$ cat config.mk
export PLATFORM = sky130hd
export DESIGN_NAME = imm_encoder
export DESIGN_NICKNAME = d
export VERILOG_FILES = /design/src/rtl/imm_encoder.sv
export SDC_FILE = /design/constraint.sdc
export NUM_CORES = 1
export LEC_CHECK = 0
export CAP_MARGIN = 10
export CELL_PAD_IN_SITES_DETAIL_PLACEMENT = 0
export CELL_PAD_IN_SITES_GLOBAL_PLACEMENT = 1
export CORE_MARGIN = 2
export CORE_UTILIZATION = 42
export CTS_CLUSTER_DIAMETER = 200
export DETAILED_ROUTE_END_ITERATION = 8
export PLACE_DENSITY = 0.91
export SYNTH_ARGS = -nofsm -noshare
export SYNTH_HDL_FRONTEND = slang
export SYNTH_SLANG_ARGS = --single-unit
$ cat constraint.sdc
create_clock -name clk -period 2.4 [get_ports clk]
set_input_delay 0.48 -clock clk [delete_from_list [all_inputs] [get_ports clk]]
set_output_delay 0.48 -clock clk [all_outputs]
set_load 0.01 [all_outputs]
$ cat src/rtl/imm_encoder.sv
// imm_encoder: packs a two's-complement immediate into a RISC-V style
// instruction word (I/S/B/U/J layouts) over a 2-stage valid/ready pipeline.
// S1 holds the request plus its range-check verdict; S2 holds the packed word.
// Unencodable requests pass the base word through unmodified with out_err set,
// and a saturating counter tallies how many such words were handed off.
module imm_encoder (
  input  logic        clk,
  input  logic        rst,
  input  logic        in_valid,
  output logic        in_ready,
  input  logic [2:0]  in_src,
  input  logic [31:0] in_imm,
  input  logic [31:0] in_base,
  output logic        out_valid,
  input  logic        out_ready,
  output logic [31:0] out_inst,
  output logic        out_err,
  output logic [7:0]  err_cnt,
  input  logic        err_clr
);

  localparam logic [2:0] SRC_I = 3'b000;
  localparam logic [2:0] SRC_S = 3'b001;
  localparam logic [2:0] SRC_B = 3'b010;
  localparam logic [2:0] SRC_U = 3'b011;
  localparam logic [2:0] SRC_J = 3'b100;

  logic        s1_valid_q;
  logic [2:0]  s1_src_q;
  logic [31:0] s1_imm_q;
  logic [31:0] s1_base_q;
  logic        s1_err_q;
  logic        s1_err_d;

  logic        s2_valid_q;
  logic [31:0] s2_inst_q;
  logic        s2_err_q;
  logic [31:0] s2_inst_d;

  logic [7:0]  err_cnt_q;
  logic [7:0]  err_cnt_d;

  logic        s1_adv;
  logic        s2_adv;

  // S2 moves whenever it is empty or its word is being taken; S1 moves
  // whenever it is empty or S2 is about to free up.
  assign s2_adv   = !s2_valid_q || out_ready;
  assign s1_adv   = !s1_valid_q || s2_adv;
  assign in_ready = s1_adv;

  assign out_valid = s2_valid_q;
  assign out_inst  = s2_inst_q;
  assign out_err   = s2_err_q;
  assign err_cnt   = err_cnt_q;

  // Range check: the bits above each format's sign bit must be a pure sign
  // extension, and formats that drop low bits require those bits to be zero.
  always_comb begin
    s1_err_d = 1'b0;
    case (in_src)
      SRC_I, SRC_S: s1_err_d = !((&in_imm[31:11]) || !(|in_imm[31:11]));
      SRC_B:        s1_err_d = !((&in_imm[31:12]) || !(|in_imm[31:12])) || in_imm[0];
      SRC_U:        s1_err_d = |in_imm[11:0];
      SRC_J:        s1_err_d = !((&in_imm[31:20]) || !(|in_imm[31:20])) || in_imm[0];
      default:      s1_err_d = 1'b1;
    endcase
  end

  // Stage 1 captures the request and its verdict when it is allowed to advance.
  always_ff @(posedge clk or negedge rst) begin
    if (!rst) begin
      s1_valid_q <= 1'b0;
      s1_src_q   <= 3'b000;
      s1_imm_q   <= 32'h0;
      s1_base_q  <= 32'h0;
      s1_err_q   <= 1'b0;
    end else if (s1_adv) begin
      s1_valid_q <= in_valid;
      if (in_valid) begin
        s1_src_q  <= in_src;
        s1_imm_q  <= in_imm;
        s1_base_q <= in_base;
        s1_err_q  <= s1_err_d;
      end
    end
  end

  // Scatter the immediate bits into the format's fields; errors keep the base.
  always_comb begin
    s2_inst_d = s1_base_q;
    if (!s1_err_q) begin
      case (s1_src_q)
        SRC_I:   s2_inst_d = {s1_imm_q[11:0], s1_base_q[19:0]};
        SRC_S:   s2_inst_d = {s1_imm_q[11:5], s1_base_q[24:12], s1_imm_q[4:0], s1_base_q[6:0]};
        SRC_B:   s2_inst_d = {s1_imm_q[12], s1_imm_q[10:5], s1_base_q[24:12],
                              s1_imm_q[4:1], s1_imm_q[11], s1_base_q[6:0]};
        SRC_U:   s2_inst_d = {s1_imm_q[31:12], s1_base_q[11:0]};
        SRC_J:   s2_inst_d = {s1_imm_q[20], s1_imm_q[10:1], s1_imm_q[11],
                              s1_imm_q[19:12], s1_base_q[11:0]};
        default: s2_inst_d = s1_base_q;
      endcase
    end
  end

  // Stage 2 registers the packed word; it holds while the consumer stalls.
  always_ff @(posedge clk or negedge rst) begin
    if (!rst) begin
      s2_valid_q <= 1'b0;
      s2_inst_q  <= 32'h0;
      s2_err_q   <= 1'b0;
    end else if (s2_adv) begin
      s2_valid_q <= s1_valid_q;
      if (s1_valid_q) begin
        s2_inst_q <= s2_inst_d;
        s2_err_q  <= s1_err_q;
      end
    end
  end

  // Error tally: clear wins over a coinciding increment, and it sticks at 255.
  always_comb begin
    err_cnt_d = err_cnt_q;
    if (err_clr) begin
      err_cnt_d = 8'h00;
    end else if (s2_valid_q && out_ready && s2_err_q && (err_cnt_q != 8'hFF)) begin
      err_cnt_d = err_cnt_q + 8'h01;
    end
  end

  // Error counter register.
  always_ff @(posedge clk or negedge rst) begin
    if (!rst) begin
      err_cnt_q <= 8'h00;
    end else begin
      err_cnt_q <= err_cnt_d;
    end
  end

endmodule
[Word level (Yosys, flattened, before mapping)]
Index checks and enable logic that the tools add are counted.
Word-level totals
  flip-flop bits (word level): 111
  input port bits: 72
  word-level logic and storage cells: 55
Operators by class
  $add $sub $neg: 1
  equality and inequality tests: 9
  mux-type cells: 5
  reductions and logical operators: 31
Operators with widths (count)
  $pmux 32 s5: 1
  $mux 32: 1
  $reduce_or 12->1: 2
  $reduce_and 21->1: 1
  $reduce_or 21->1: 1
  $reduce_and 20->1: 1
  $reduce_or 20->1: 1
  $mux 8: 2
  $eq 3x2->1 const B: 4
  $reduce_and 12->1: 1
  $add 8x1->8 const B: 1
  $logic_not 1->1: 8
  $ne 8x8->1 const B: 1
  $logic_or 1x1->1: 7
  $eq 3x1->1 const B: 2
  $eq 3x3->1 const B: 2
  $logic_not 3->1: 2
  $pmux 1 s4: 1
  $reduce_and 2->1: 2
  $logic_and 1x1->1: 3
  $reduce_bool 2->1: 1
  $reduce_or 2->1: 1

[Logic depth before layout (Yosys ltp)]
  word-level depth: 6
  gate-level depth with buffers: 7
  depth with buffers taken out: 6

[Worst setup path before layout]
Ideal clock, no wire load.
  path type: input -> register
  start: input out_ready
  end: register s1_base_q[0]
  setup time: 0.125 ns
  arrival: 1.468 ns
  path slack: 0.807 ns
  cell stages on the path: 4
  path buffers: 1
  path through: nand3b_1 > nand2_1 > buf_2 > mux2_2
On the way
  word-level cells in the longest chain between the ends: 3
Ends and longest elaborated chain
  start, declared: line 15  | input logic out_ready,
  $logic_or 1x1->1: line 48  | assign s2_adv = !s2_valid_q || out_ready;
  $logic_or 1x1->1: line 49  | assign s1_adv = !s1_valid_q || s2_adv;
  $reduce_and 2->1 (no line)
  end signal, assigned: line 83  | s1_base_q <= in_base;
  end, declared: line 31  | logic [31:0] s1_base_q;
Every way passes these cells.
A chain may end at the register's enable or synchronous reset.

[Worst setup path in the final report]
  start: input out_ready
  end: output in_ready
On the way
  word-level cells in the longest chain between the ends: 2
Ends and longest elaborated chain
  $logic_or 1x1->1: line 48
  $logic_or 1x1->1: line 49
  end, declared: line 10  | output logic in_ready,
Every way passes these cells.

==> impl_metrics.tcl <==
set metrics [dict create \
    overflow 0 \
    slowest_delay_ps 550 \
    synth_ff_type "dfrtp_1" \
    clkTransAtPathRegs_ps 70 \
    maxCapViolCount 0 \
    cts_setup_buffers 0 \
    ys_ff_latch 111 \
    antenna_found_initial 0 \
    yosysSeqAreaShare 0.572 \
    hold_viol_final 0 \
    vdd_drop_max_v 0.000435 \
    syn_nets 468 \
    crit_family "buffers and inverters" \
    cp_max_fo 3 \
    vias 3555 \
    finalCritPeriodShare 0.892 \
    cp-end-kind "output port" \
    p_leak_nw 2.63 \
    numPortBuffers 114 \
    worstSetupStartpointType "input port" \
    relSlewSlack 0.498 \
    grt_max_degree 54 \
    slew_viol_final 0 \
    placed_area_um2 6210 \
    start_util 0.427 \
    r2r_setup_slack_ps 540 \
    fin_area_um2 6490 \
    setup_viol 0 \
    critPathBufInv 2 \
    htree_levels 3 \
    rows 39 \
    synth_edf_count 0 \
    antennaDiodeCount 0 \
    synth.avg_cell_area_um2 12.3 \
    dieHeight_um 111 \
    crit_path_end "in_ready" \
    cts_buffer_depth 2 \
    gp_congestion 0.810 \
    hold_path_class "in -> async" \
    die_area_um2 12400 \
    totalWireLength_mm 11.5 \
    timing.fmax_mhz 467 \
    drtPass1Iterations 5 \
    powerDensity_nw_per_um2 767 \
    drt_iter0_drc 162 \
    finalNonFillerCells 658 \
    place_ws_ps 180 \
    crit_path_top_delay_cell "clkdlybuf4s50_1" \
    synthTopCellsByArea "dfrtp_1, mux2_2, mux2i_1" \
    worstSetupPathType "in -> out" \
    ff2ff_path_depth 4 \
    cts_buffers 9 \
    grt_usage 0.190 \
    place_inst 643 \
    fin_util 0.571 \
    path_cells "clkdlybuf4s50_1 > nand3b_1 > clkdlybuf4s50_1" \
    synth.most_common_cell "dfrtp_1" \
    nFillCells 973 \
    dpl.hpwl_mm 8.55 \
    ctsHoldBuffers 0 \
    synthToLayoutAreaGrowth_pct 33.8 \
    worst_pin_slew_ps 753 \
    cp_data_arrival_time_ps 1660 \
    ctsResizeCount 0 \
    synth_common_cells "dfrtp_1, mux2_2, nand2_1" \
    synth-async-reset-ratio 1.00 \
    cts_tree "done" \
    startpoint "out_ready" \
    drt.antenna.violating_nets 0 \
    ys_types 45 \
    synthCells 395 \
    status "finished, final reports clean" \
    fp.dieW_um 111 \
    grt_pass1_wl_mm 18.7 \
    timing.rr.end "out_inst[13]$_DFFE_PN0P_" \
    skew_ps 8.90 \
    via_per_inst 5.40 \
    layout.nets 584 \
    path_depth 3 \
    clock-sinks 111 \
    synth_top_area_cell "dfrtp_1" \
    power.total_mw 4.98 \
    cp_common_cell "clkdlybuf4s50_1" \
    grt_pass1_vias 3618 \
    yosys_warnings 0 \
    drive_above_1_share 0.212 \
    rsz0062_at_grt "false" \
    core_um2 11400 \
    setup_ws_ps 260 \
    synth_top_area_frac 0.572 \
    drc 0 \
    root_buffer "clkbuf_16" \
    r2r_start "s1_src_q[1]$_DFFE_PN0P_" \
    clock_latency_ps 350 \
    syn_area_um2 4850 \
    io_pins 115 \
    finalCriticalPeriod_ps 2140 \
    crit_required_ps 1920 \
    routedWlPerCell_um 17.5 \
    tns_ps 0 \
    whs_ps 118 \
]
worst register-to-register path, delay by kind of cell (launching register included):
family	cells	cell delay (ps)
flops	1	670
mux	1	260
compound gates	2	510
simple gates	1	290
cell families after synthesis:
logic type | Yosys count | share of synthesized area
simple gates | 94 | 0.0936
xor+xnor | 7 | 0.0126
flops | 111 | 0.572
mux | 87 | 0.198
compound gates | 70 | 0.0949
fa+ha+maj | 2 | 0.00490
buf+inv | 24 | 0.0232
layout by cell type (no fill, tap or decap), types with 5 or more instances in the layout:
master and instances:
xnor2_1 5, o22ai_1 8, nand2_1 32, clkdlybuf4s50_1 113, nand4_1 6, nor4_1 8, nor2_1 17, o21ai_0 17
o22a_1 6, a21oi_1 8, buf_4 8, nor3_1 7, clkbuf_16 9, mux2i_1 14, nand3_1 6, dfrtp_1 111
o21ai_1 11, mux2_2 73
metal layers:
layer / share of wire / vias to the layer above / wire (µm) / global-route usage
li1: - / 1658 / - / -
met1: 0.43 / 1786 / 4900 / 0.249
met2: 0.50 / 101 / 5730 / 0.315
met3: 0.065 / 10 / 745 / 0.0555
met4: 0.010 / 0 / 117 / 0.0453
met5: 0 / - / 0 / 0
state kept, by name, summed over array words and instances (netlist names):
name and count:
s1_err_q 1, out_err 1, err_cnt 8, s1_src_q 3, out_valid 1, out_inst 32
s1_imm_q 32, s1_base_q 32, s1_valid_q 1
how the worst min path moves through the flow:
stage / startpoint / slack (ps) / end
2_1_floorplan: rst / 180 / err_cnt[0]$_DFFE_PN0P_
3_3_place_gp: out_inst[31]$_DFFE_PN0P_ / 450 / out_inst[31]$_DFFE_PN0P_
3_5_place_dp: out_inst[31]$_DFFE_PN0P_ / 460 / out_inst[31]$_DFFE_PN0P_
4_1_cts: rst / 140 / s1_base_q[15]$_DFFE_PN0P_
5_1_grt: rst / 160 / s1_base_q[15]$_DFFE_PN0P_
6_report: rst / 120 / s1_base_q[15]$_DFFE_PN0P_
area by class of cell:
type	count	area, µm²	share of cell area
repair buffers	125	1270	0.196
well taps	143	179	0.0276
clock buffers	11	233	0.0359
clock inverters	4	47.5	0.00733
multi-input cells	260	1970	0.303
flip-flops and latches	111	2780	0.428
inverters	4	15.0	0.00231
report_power, final:
part	leakage [nW]	internal (mW)	switching [mW]
sequential	1.32	2.18	0.201
clock	0.135	0.801	0.637
combinational	1.18	0.679	0.485
total	2.63	3.66	1.32
Note: power is estimated with default switching activity, not from simulation.
